--- src/rtl/fadd_rr_sched.sv ---
// Round-robin scheduler sharing one fixed-latency pipelined FP adder among NREQ requesters.
// Results are routed back by a tag pipe aligned with the adder; per-requester in-flight limit.

module fadd_rr_cnt #(
    parameter int CW     = 2,
    parameter int MAXOUT = 2
) (
    input  logic clk,
    input  logic rst,
    input  logic inc,
    input  logic dec,
    output logic avail
);
    logic [CW-1:0] cnt;

    always_ff @(posedge clk) begin
        if (rst) begin
            cnt <= '0;
        end else if (inc && !dec) begin
            cnt <= cnt + CW'(1);
        end else if (dec && !inc && cnt != '0) begin
            cnt <= cnt - CW'(1);
        end
    end

    assign avail = (cnt < CW'(MAXOUT));
endmodule

module fadd_rr_sched #(
    parameter int N      = 32,
    parameter int E      = 8,
    parameter int S      = 1,
    parameter int NREQ   = 4,
    parameter int LAT    = 3,
    parameter int MAXOUT = 2
) (
    input  logic              clk,
    input  logic              rst,
    input  logic [NREQ-1:0]   req_valid,
    output logic [NREQ-1:0]   req_ready,
    input  logic [NREQ*N-1:0] req_op1,
    input  logic [NREQ*N-1:0] req_op2,
    output logic              fadd_en,
    output logic [N-1:0]      fadd_op1,
    output logic [N-1:0]      fadd_op2,
    input  logic              fadd_res_val,
    input  logic [N-1:0]      fadd_res,
    output logic [NREQ-1:0]   rsp_valid,
    output logic [N-1:0]      rsp_data,
    output logic              busy,
    output logic              err
);
    localparam int PW = $clog2(NREQ);
    localparam int CW = $clog2(MAXOUT + 1);
    localparam logic [PW:0] NREQ_P = (PW + 1)'(NREQ);
    // Format widths belong to the adder instance; kept only for parameter compatibility.
    localparam int fmt_unused = E + S;

    logic [NREQ-1:0][N-1:0]  op1_arr, op2_arr;
    logic [NREQ-1:0]         avail, grant, tail_oh;
    logic [PW-1:0]           ptr, gnt_id;
    logic [PW:0]             idx;
    logic                    accept;
    // Stage 0 is the issue register (its valid bit is fadd_en); stage LAT lines up with fadd_res_val.
    logic [LAT:0]            vld_pipe;
    logic [LAT:0][PW-1:0]    id_pipe;

    assign op1_arr = req_op1;
    assign op2_arr = req_op2;

    always_comb begin
        grant  = '0;
        gnt_id = '0;
        idx    = '0;
        for (int k = 0; k < NREQ; k++) begin
            idx = {1'b0, ptr} + (PW + 1)'(k);
            if (idx >= NREQ_P) idx = idx - NREQ_P;
            if (grant == '0 && !rst && req_valid[idx[PW-1:0]] && avail[idx[PW-1:0]]) begin
                grant[idx[PW-1:0]] = 1'b1;
                gnt_id             = idx[PW-1:0];
            end
        end
    end

    assign req_ready = grant;
    assign accept    = |grant;

    for (genvar i = 0; i < NREQ; i++) begin : g_lane
        fadd_rr_cnt #(.CW(CW), .MAXOUT(MAXOUT)) u_cnt (
            .clk   (clk),
            .rst   (rst),
            .inc   (grant[i]),
            .dec   (rsp_valid[i]),
            .avail (avail[i])
        );
    end

    always_comb begin
        tail_oh              = '0;
        tail_oh[id_pipe[LAT]] = 1'b1;
    end

    always_ff @(posedge clk) begin
        if (rst) begin
            ptr       <= '0;
            vld_pipe  <= '0;
            id_pipe   <= '0;
            fadd_op1  <= '0;
            fadd_op2  <= '0;
            rsp_valid <= '0;
            rsp_data  <= '0;
            err       <= 1'b0;
        end else begin
            vld_pipe <= {vld_pipe[LAT-1:0], accept};
            id_pipe  <= {id_pipe[LAT-1:0], gnt_id};
            if (accept) begin
                ptr      <= (gnt_id == PW'(NREQ - 1)) ? '0 : gnt_id + PW'(1);
                fadd_op1 <= op1_arr[gnt_id];
                fadd_op2 <= op2_arr[gnt_id];
            end
            // Untagged results are dropped so no counter is decremented for them.
            if (fadd_res_val && vld_pipe[LAT]) begin
                rsp_valid <= tail_oh;
                rsp_data  <= fadd_res;
            end else begin
                rsp_valid <= '0;
            end
            if (fadd_res_val != vld_pipe[LAT]) err <= 1'b1;
        end
    end

    assign fadd_en = vld_pipe[0];
    assign busy    = (|vld_pipe) || (|rsp_valid);
endmodule
--- config.mk ---
export PLATFORM = sky130hd
export DESIGN_NAME = fadd_rr_sched
export DESIGN_NICKNAME = d
export VERILOG_FILES = /design/src/rtl/fadd_rr_sched.sv
export SDC_FILE = /design/constraint.sdc
export NUM_CORES = 1
export LEC_CHECK = 0
export CORE_AREA = 2 2 156 158
export DETAILED_ROUTE_END_ITERATION = 12
export DIE_AREA = 0 0 158 160
export GPL_ROUTABILITY_DRIVEN = 0
export PLACE_DENSITY_LB_ADDON = 0.25
export SYNTH_ARGS = -nofsm -noshare
export SYNTH_HDL_FRONTEND = slang
export SYNTH_SLANG_ARGS = --single-unit
--- constraint.sdc ---
create_clock -name clk -period 9.75 [get_ports clk]
set_input_delay 1.95 -clock clk [delete_from_list [all_inputs] [get_ports clk]]
set_output_delay 1.95 -clock clk [all_outputs]
set_load 0.01 [all_outputs]
==> results.ini <==
[sta]
slew-limit-headroom_pct = 30.2
worst_pin_slew_ns = 1.05
fin_tns_setup_ns = 0
setup_violations = 0
fmax_mhz = 140
slew_viol_final = 0
fin_crit_sh_pct = 73.0
layout_min_cycle_time_ns = 7.12
finalHoldViolCount = 0
rsz0062_at_grt = false
finClkSkew_ns = 0.00830

[route]
drt_wl_total_um = 24500
antenna_left = 0
drt_first_pass_iters = 4
vias_per_cell = 4.68
drtIter0Drc = 291
drc = 0
vias = 6667
drt-wirelength-per-cell_um = 17.2

[synthesis]
synth_area_um2 = 6710
netlist.area_leader.share_pct = 36.7
ys_ff_latch = 123
syn-instance-count = 713
avgSynthCellArea_um2 = 9.41
synth_edf_count = 0
ys_warn_count = 0
synth.area.top_cells = dfxtp_1 37%, mux2i_1 25%, nor2_1 9.7%, a211o_1 8.5%, ha_1 1.9%
synth_nets = 1018
yosysSeqAreaShare_pct = 36.7
synth_top_area_cell = dfxtp_1
ys_dominant_reg_cell = dfxtp_1
synth.distinct_cells = 48
async_flop_share_pct = 0

[die]
core-area_um2 = 23800
floorplan.initialDensity_pct = 28.2
die_w_um = 158
pin_count = 402
fp.dieH_um = 160
fp-row-count = 57
die_area_um2 = 25300

[power]
p_per_area_nw_per_um2 = 312
p_leak_nw = 5.32
irDropWorstVdd_mv = 0.164

[layout]
drive_gt1_share_pct = 5.72
n_antenna_cell = 0
final_common_cell = clkdlybuf4s50_1
syn_to_final_growth_pct = 72.3
nNetsFinal = 1393
final_cell_mix = 400 x clkdlybuf4s50_1, 173 x nor2_1, 165 x mux2i_1, 123 x dfxtp_1, 65 x a211o_1
stdcell_area_um2 = 11600

[worst_setup_path]
arrival_ns = 5.17
path_cells = clkdlybuf4s50_1 > nor2b_1 > mux4_2 > a211o_1 > o2111a_1 > and3_1 > a221oi_2 > inv_2 > clkdlybuf4s50_1
rr_worst_depth = 12
required_ns = 7.80
worstSetupStartpointType = input pin
slowest_stage = a221oi_2
path_max_fanout = 7
slowest_delay_ns = 0.59
crit_top_cell = clkdlybuf4s50_1
cp-end-kind = output port
r2r-start = ptr[0]$_SDFFE_PP0P_
r2r_end = fadd_op2[1]$_SDFFE_PP0P_
criticalPathCategory = input pin to output port
reg2reg_slack_ns = 4.60

[hold_path]
worstHoldStart = id_pipe[1]$_SDFF_PP0_
hold_path_end = id_pipe[3]$_SDFF_PP0_
hold_path_depth = 1
hold_path.class = flop to flop

[clocking]
clkLatencyLatePin_ns = 0.41
ctsResizeCount = 0
clockBufferDepth = 2
htreeDepth = 4
post_cts_buffers = 0
cts_made_buffers = 17
cts_root_buf = clkbuf_16
path_clk_slew_ns = 0.06
cts.sinks = 123
cts_hold_buf = 0
tritoncts = yes

[flow_run]
max_cap_viol_count = 0

[global_routing]
grt_pass1_vias = 6714
grt_usage_pct = 19.0
antenna_found_initial = 0
grt_start_max_net_pins = 61
grt_first_pass_wirelength_um = 36800
grt_remaining_overflow = 0

[place]
placed_area_um2 = 10900
dp_hpwl_um = 18700
portBuffers = 401

[outcome]
status = finished, final reports clean

-- registers in the layout (all words and copies together), names as in the netlist --
register / flops
fadd_op2: 32
rsp_valid: 4
rsp_data: 32
err: 1
id_pipe: 8
g_lane.u_cnt.cnt: 8
fadd_op1: 32
vld_pipe: 4
ptr: 2
-- final cells by class --
cell class	instances	area, µm²
fillers	2350	12300
repair buffers	409	4070
multi-input cells	523	3900
flip-flops and latches	123	2460
clock buffers	17	425
well taps	324	405
clock inverters	15	234
inverters	14	55.1
-- power breakdown --
group | switching (W) | internal (W) | total [W]
combinational | 0.00108 | 0.00105 | 0.00212
sequential | 0.0000909 | 0.000674 | 0.000765
clock | 0.000253 | 0.000460 | 0.000713
total | 0.00142 | 0.00218 | 0.00360
-- layer usage --
metal  GRT usage [%]  vias to the layer above  part of all wire, %
met5               0                        -                    0
met4            5.53                        0                  1.8
met3            6.87                       26                  8.4
met2            33.0                      248                   50
met1            21.7                     3106                   40
li1                -                     3287                    -
-- through the flow --
step / cells / util, % / hold slack, ns / setup slack [ns] / power, W
after CTS: 1425 / 48.5 / 0.446 / 2.63 / 0.00366
final: 1425 / 48.5 / 0.440 / 2.63 / 0.00360
after floorplan: 713 / - / 0.414 / 3.75 / 0.00223
after global routing: 1425 / 48.5 / 0.459 / 2.51 / 0.00386
after detailed placement: 1393 / 45.7 / 0.428 / 2.64 / 0.00292
after global placement: 1393 / 45.7 / 0.422 / 2.71 / 0.00290
-- critical path: cells and delay by family --
kind / cells / cell delay, ns
buffers and inverters: 3 / 1.13
and+or+nand+nor: 2 / 0.45
AOI/OAI and AO/OA: 3 / 1.13
muxes: 1 / 0.49
-- logic make-up after synthesis --
group	Yosys count	synth area share, %
AOI/OAI and AO/OA	103	14.0
xor gates and xnor gates	4	0.522
adders and majority gates	10	1.87
buffers and inverters	67	5.43
DFF	123	36.7
muxes	173	26.8
and+or+nand+nor	233	14.7
-- worst max-delay path by stage --
stage	from	to
finish	req_valid[3]	req_ready[1]
global route	req_valid[1]	req_ready[1]
CTS	req_valid[3]	req_ready[1]
detailed placement	req_valid[0]	req_ready[1]
global placement	req_valid[3]	req_ready[1]
floorplan	req_valid[0]	req_ready[1]
-- synthesized netlist by cell type, types with 3 or more instances --
library cell  instances
dfxtp_1             123
o21ai_0               3
nand4_1               3
inv_2                 3
ha_1                 10
nor2b_1              15
nor3_1                7
nand2b_1              5
a211oi_1              3
buf_6                 8
a211o_1              65
a21oi_1               6
buf_4                 8
and3_1                5
clkbuf_1             15
o311a_1               3
mux4_2                5
buf_1                 6
a22o_1                3
xnor2_1               4
nor2_1              173
nand2_1              15
buf_2                16
mux2i_1             166
inv_1                10
No activity file was read; power rests on OpenSTA's default activity.
